--- src/rtl/char_mem_arbiter_pkg.sv ---
// ---------------------------------------------------------------------------
// char_mem_arbiter_pkg
// Shared constants and types for the character-memory arbiter slice.
//   CHAR_BASE   : default base address of the character buffer.
//   SLOT_PHASE  : pixel_counter[2:0] value that marks a display fetch slot.
//   owner_tag_t : owner of a memory read travelling down the tag pipe.
//   cell_index  : text cell index {row, column} from the VGA counters.
// ---------------------------------------------------------------------------
package char_mem_arbiter_pkg;

  localparam logic [14:0] CHAR_BASE  = 15'h5FF;
  localparam logic [2:0]  SLOT_PHASE = 3'd0;

  typedef enum logic [1:0] {
    TAG_NONE = 2'd0,
    TAG_DISP = 2'd1,
    TAG_CPU  = 2'd2
  } owner_tag_t;

  // One cell is 8x8 pixels: row = line[8:3] (64 rows), column = pixel[9:3]
  // (128 columns), packed row-major with 128 cells per row.
  function automatic logic [12:0] cell_index(input logic [9:0] pixel,
                                             input logic [9:0] line);
    return {line[8:3], pixel[9:3]};
  endfunction

endpackage

--- src/rtl/char_mem_arbiter_mem_tag_pipe.sv ---
// ---------------------------------------------------------------------------
// mem_tag_pipe
// Two-deep owner-tag shift register that follows each issued memory op.
// Stage 0 lines up with the cycle the op is presented to the RAM, stage 1
// with the cycle the RAM returns read data. The stage-1 decode tells the
// parent which owner's data register captures mem_rdata this cycle.
// Ports:
//   clk, reset    : clock, synchronous active-high reset (clears all tags).
//   issue_tag     : owner of the op being registered this cycle.
//   disp_capture  : read data returning this cycle belongs to the display.
//   cpu_capture   : read data returning this cycle belongs to the CPU.
// ---------------------------------------------------------------------------
module mem_tag_pipe (
  input  logic       clk,
  input  logic       reset,
  input  logic [1:0] issue_tag,
  output logic       disp_capture,
  output logic       cpu_capture
);
  import char_mem_arbiter_pkg::*;

  owner_tag_t tag_q0;
  owner_tag_t tag_q1;

  // NOTE: state registers use non-blocking assignments so both stages shift
  // on the same edge; blocking here would collapse the pipe into one stage.
  always_ff @(posedge clk) begin
    if (reset) begin
      tag_q0 <= TAG_NONE;
      tag_q1 <= TAG_NONE;
    end else begin
      tag_q0 <= owner_tag_t'(issue_tag);
      tag_q1 <= tag_q0;
    end
  end

  assign disp_capture = (tag_q1 == TAG_DISP);
  assign cpu_capture  = (tag_q1 == TAG_CPU);

endmodule

--- src/rtl/char_mem_arbiter.sv ---
// ---------------------------------------------------------------------------
// char_mem_arbiter
// Shares a single-port, synchronous-read character RAM between the text-mode
// display fetch and a CPU load/store port. The display owns one fixed slot
// every 8 pixels of active video; the CPU gets every other cycle.
// Ports:
//   clk, reset                 : pixel clock, synchronous active-high reset.
//   pixel_counter, line_counter: VGA timing position.
//   video_on                   : active display region.
//   disp_valid / disp_data     : fetched character word (pulse / held data).
//   cpu_req/we/addr/wdata      : CPU request, held until accepted.
//   cpu_ready                  : combinational accept (not a slot, not reset).
//   cpu_rvalid / cpu_rdata     : CPU read return (pulse / held data).
//   mem_addr/we/wdata          : registered RAM controls.
//   mem_rdata                  : RAM data, one cycle after mem_addr.
// Latency: slot/accept in cycle T, op on the RAM in T+1, data back in T+2,
// valid pulse in T+3.
// ---------------------------------------------------------------------------
module char_mem_arbiter #(
  parameter int                ADDR_W    = 15,
  parameter int                DATA_W    = 16,
  parameter logic [ADDR_W-1:0] CHAR_BASE = char_mem_arbiter_pkg::CHAR_BASE
) (
  input  logic              clk,
  input  logic              reset,
  input  logic [9:0]        pixel_counter,
  input  logic [9:0]        line_counter,
  input  logic              video_on,
  output logic              disp_valid,
  output logic [DATA_W-1:0] disp_data,
  input  logic              cpu_req,
  input  logic              cpu_we,
  input  logic [ADDR_W-1:0] cpu_addr,
  input  logic [DATA_W-1:0] cpu_wdata,
  output logic              cpu_ready,
  output logic              cpu_rvalid,
  output logic [DATA_W-1:0] cpu_rdata,
  output logic [ADDR_W-1:0] mem_addr,
  output logic              mem_we,
  output logic [DATA_W-1:0] mem_wdata,
  input  logic [DATA_W-1:0] mem_rdata
);
  import char_mem_arbiter_pkg::*;

  logic              slot;
  logic              cpu_accept;
  logic [ADDR_W-1:0] disp_addr;
  owner_tag_t        issue_tag;
  logic              disp_capture;
  logic              cpu_capture;

  assign slot       = video_on && (pixel_counter[2:0] == SLOT_PHASE);
  assign cpu_ready  = !reset && !slot;
  assign cpu_accept = cpu_req && cpu_ready;

  // Sum wraps modulo 2^ADDR_W by construction of the result width.
  assign disp_addr = ADDR_W'(cell_index(pixel_counter, line_counter)) + CHAR_BASE;

  // NOTE: every always_comb output gets a default first so no path leaves it
  // unassigned, which would otherwise infer a latch.
  always_comb begin
    issue_tag = TAG_NONE;
    if (slot)
      issue_tag = TAG_DISP;
    else if (cpu_accept && !cpu_we)
      issue_tag = TAG_CPU;
  end

  // Display ops never write; idle cycles keep the last address on the bus.
  always_ff @(posedge clk) begin
    if (reset) begin
      mem_addr  <= '0;
      mem_we    <= 1'b0;
      mem_wdata <= '0;
    end else begin
      mem_we <= 1'b0;
      if (slot) begin
        mem_addr <= disp_addr;
      end else if (cpu_accept) begin
        mem_addr  <= cpu_addr;
        mem_we    <= cpu_we;
        mem_wdata <= cpu_wdata;
      end
    end
  end

  mem_tag_pipe u_tag_pipe (
    .clk          (clk),
    .reset        (reset),
    .issue_tag    (issue_tag),
    .disp_capture (disp_capture),
    .cpu_capture  (cpu_capture)
  );

  // Each owner's data register only updates on its own capture, so it holds
  // between pulses even while the other owner is reading.
  always_ff @(posedge clk) begin
    if (reset) begin
      disp_valid <= 1'b0;
      disp_data  <= '0;
      cpu_rvalid <= 1'b0;
      cpu_rdata  <= '0;
    end else begin
      disp_valid <= disp_capture;
      cpu_rvalid <= cpu_capture;
      if (disp_capture) disp_data <= mem_rdata;
      if (cpu_capture)  cpu_rdata <= mem_rdata;
    end
  end

endmodule

--- config.mk ---
export PLATFORM = sky130hd
export DESIGN_NAME = char_mem_arbiter
export DESIGN_NICKNAME = d
export VERILOG_FILES = /design/src/rtl/char_mem_arbiter_pkg.sv /design/src/rtl/char_mem_arbiter_mem_tag_pipe.sv /design/src/rtl/char_mem_arbiter.sv
export SDC_FILE = /design/constraint.sdc
export NUM_CORES = 1
export LEC_CHECK = 0
export ABC_AREA = 1
export CORE_MARGIN = 1
export CORE_UTILIZATION = 45
export CTS_CLUSTER_DIAMETER = 80
export DETAILED_ROUTE_END_ITERATION = 6
export PLACE_DENSITY = 0.86
export SETUP_SLACK_MARGIN = 0.15
export SYNTH_ARGS = -nofsm -noshare
export SYNTH_HDL_FRONTEND = slang
export SYNTH_SLANG_ARGS = --single-unit
--- constraint.sdc ---
create_clock -name clk -period 2.1 [get_ports clk]
set_clock_uncertainty 0.1 [all_clocks]
set_input_delay 0.21 -clock clk [delete_from_list [all_inputs] [get_ports clk]]
set_output_delay 0.21 -clock clk [all_outputs]
set_load 0.05 [all_outputs]
==> impl_metrics.ini <==
[run_status]
status = complete, but fails checks
violations = DRC

[setup_path]
r2r-end = cpu_rdata[8]$_SDFFE_PP0P_
critPathLaunchType = primary input
ff2ff_setup_slack_ns = 0.65
arrival_ns = 1.52
cp_cell_sequence = clkdlybuf4s50_1, nor2_2, nand2_4, inv_4, nor2_8, buf_12
required_ns = 1.79
critical_path.max_stage_delay_ns = 0.47
r2r_cells = 4
critPathKind = primary input to primary output
cpMaxStageDelayCell = clkdlybuf4s50_1
r2r_start = u_tag_pipe.tag_q1[1]$_SDFF_PP0_
worstSetupEndpointType = primary output
cp_num_buf_inv = 3
crit_fanout = 26
cpLargestDelayFamily = buffers and inverters

[placed_design]
gp_congestion = 0.886
dp_hpwl_um = 5930
port_buffers = 134

[grt]
grt_pass1_wl_um = 13200
groute.usage.overall = 0.234
gr-total-overflow = 0
grt_max_degree = 54
grt_pass1_vias = 2860
antenna_found_initial = 0

[sta]
holdWs_ns = 0.304
rsz0062_at_grt = false
finalHoldViolCount = 0
max_freq_mhz = 545
finalCritPeriodShare = 0.873
slew_viol_final = 0
setup-violations-final = 0
tightest_slew_ns = 0.540
fin_crit_ns = 1.83
finalSetupTns_ns = 0
slew_headroom = 0.639

[power_and_ir_drop]
leakage_nw = 1.90
power.switching_w = 0.000879
clockPowerShare = 0.304
power_density_nw_per_um2 = 664
switching_share = 0.293
peakVddDrop_mv = 0.438
comb_power_share = 0.223
p_int_w = 0.00212
power_frac_seq = 0.473
power_w = 0.00300

[layout]
drive_gt1_frac = 0.0846
ff_latch_area_um2 = 1400
nNetsFinal = 600
area_growth_pct = 49.3
multi_input_area_um2 = 1350
antenna-diode-count = 0
fillers = 530
final_common_cell = clkdlybuf4s50_1
layout_common_cells = clkdlybuf4s50_1 (133), nor2_1 (89), dfxtp_1 (70)

[clock_tree]
cts.clk_slew.worst_paths_ns = 0.07
ctsHtreeMaxLevel = 3
clock_latency_ns = 0.32
cts_resized = 0
postCtsHoldBufs = 0
cts_made_buffers = 9
cts_tree = done
post_cts_buffers = 0
clock_path_buffers = 2
cts_sinks = 70
clk_root_buffer_cell = clkbuf_8

[synth]
syn-mean-instance-area_um2 = 7.55
syn-cell-area_um2 = 3020
async_reset_ff_frac = 0
synth_warnings = 0
yosys.cell_types.count = 34
synth-edff-count = 0
synth_top_area_cell = dfxtp_1
synthFlopType = dfxtp_1
syn-instance-count = 400
synthTopCellsByArea = dfxtp_1 (46%), nor2_1 (11%), nand3_1 (10%)
synth_seq_cells = 70
synth_nets = 473
yosysTopAreaCellShare = 0.464
ys_seq_area_frac = 0.464

[drt]
vias = 3101
vias_per_cell = 5.09
dr.pass1.iters = 6
wl_per_cell_um = 13.3
wl_um = 8090
drc = 26
first_iter_violations = 155
final_antenna_net_count = 0

[min_path]
holdPathEnd = u_tag_pipe.tag_q1[1]$_SDFF_PP0_
min_from = u_tag_pipe.tag_q0[1]$_SDFF_PN0_
worstHoldPathCells = 2
hold_class = flop to flop

[floorplan]
die_x_um = 83.9
rows = 29
core_um2 = 6420
die_y_um = 83.9
start_util = 0.470
io_pins = 139
dieArea_um2 = 7040

[run]
maxCapViolations = 0
-- synth_stat cells (3+ instances only) --
master / count
nand3_2: 4
o21ai_1: 3
nor2_1: 89
a31oi_1: 3
inv_2: 3
o21ai_0: 37
dfxtp_1: 70
nand3_1: 62
buf_2: 7
a21oi_1: 11
buf_6: 5
nand2_1: 49
inv_1: 21
clkbuf_1: 6
nor2_2: 5
-- state kept, by name, indices dropped and copies added, names as in the netlist --
name and cells:
mem_we 1, mem_wdata 16, u_tag_pipe.tag_q0 2, cpu_rdata 16, cpu_rvalid 1, disp_data 16
mem_addr 15, disp_valid 1, u_tag_pipe.tag_q1 2
-- tightest hold or removal path: stages, from the launching register on --
cell and delay [ns]:
dfxtp_1 0.30, inv_1 0.04, nor2_1 0.03
-- logic make-up (layout without fill, tap and decap cells) --
kind of cell | count (synthesis) | in the layout | share of synthesized area
adder cells (fa/ha/maj) | 1 | 1 | 0.00414
AO/OA/AOI/OAI | 60 | 60 | 0.109
flip-flops | 70 | 70 | 0.464
XOR/XNOR | 3 | 3 | 0.00870
buffers and inverters | 49 | 181 | 0.0886
AND/OR/NAND/NOR | 217 | 217 | 0.326
-- power groups by stage --
stage	Clock (W)	Sequential [W]	Combinational [W]
final	0.000910	0.00142	0.000669
after global routing	0.00100	0.00142	0.000712
after CTS	0.000948	0.00142	0.000671
after floorplan	0	0.00164	0.000194
after detailed placement	0	0.00145	0.000669
after global placement	0	0.00144	0.000659
-- routing by layer --
metal | routed length (um) | global-route usage | vias up
li1 | - | - | 1551
met1 | 3510 | 0.295 | 1399
met2 | 3790 | 0.379 | 135
met3 | 603 | 0.0544 | 16
met4 | 187 | 0.110 | 0
met5 | 0 | 0 | -
-- metrics by stage --
step                std cells   util  setup WS, ns  area [um^2]
floorplan                 400      -         0.880         3020
global placement          593  0.676         0.188         4340
detailed placement        593  0.676         0.167         4340
CTS                       609  0.702         0.240         4510
global route              609  0.702         0.171         4510
finish                    609  0.702         0.266         4510
-- layout make-up --
| cell class | count | area share |
|---|---|---|
| clock inverters | 4 | 0.00499 |
| clock buffers | 12 | 0.0322 |
| inverters | 26 | 0.0233 |
| repair buffers | 139 | 0.308 |
| multi-input cells | 281 | 0.300 |
| flip-flops and latches | 70 | 0.311 |
| well taps | 77 | 0.0214 |
-- worst max path at each step --
stage	end	slack (ns)	cells past startpoint	startpoint
2_1_floorplan	mem_addr[10]$_SDFFE_PP0P_	0.88	9	pixel_counter[4]
3_3_place_gp	mem_addr[7]$_SDFFE_PP0P_	0.19	7	reset
3_5_place_dp	mem_addr[7]$_SDFFE_PP0P_	0.17	7	reset
4_1_cts	mem_addr[10]	0.24	1	mem_addr[10]$_SDFFE_PP0P_
5_1_grt	cpu_ready	0.17	6	pixel_counter[0]
6_report	cpu_ready	0.27	6	pixel_counter[0]
Power figures use the tool's default switching activity.
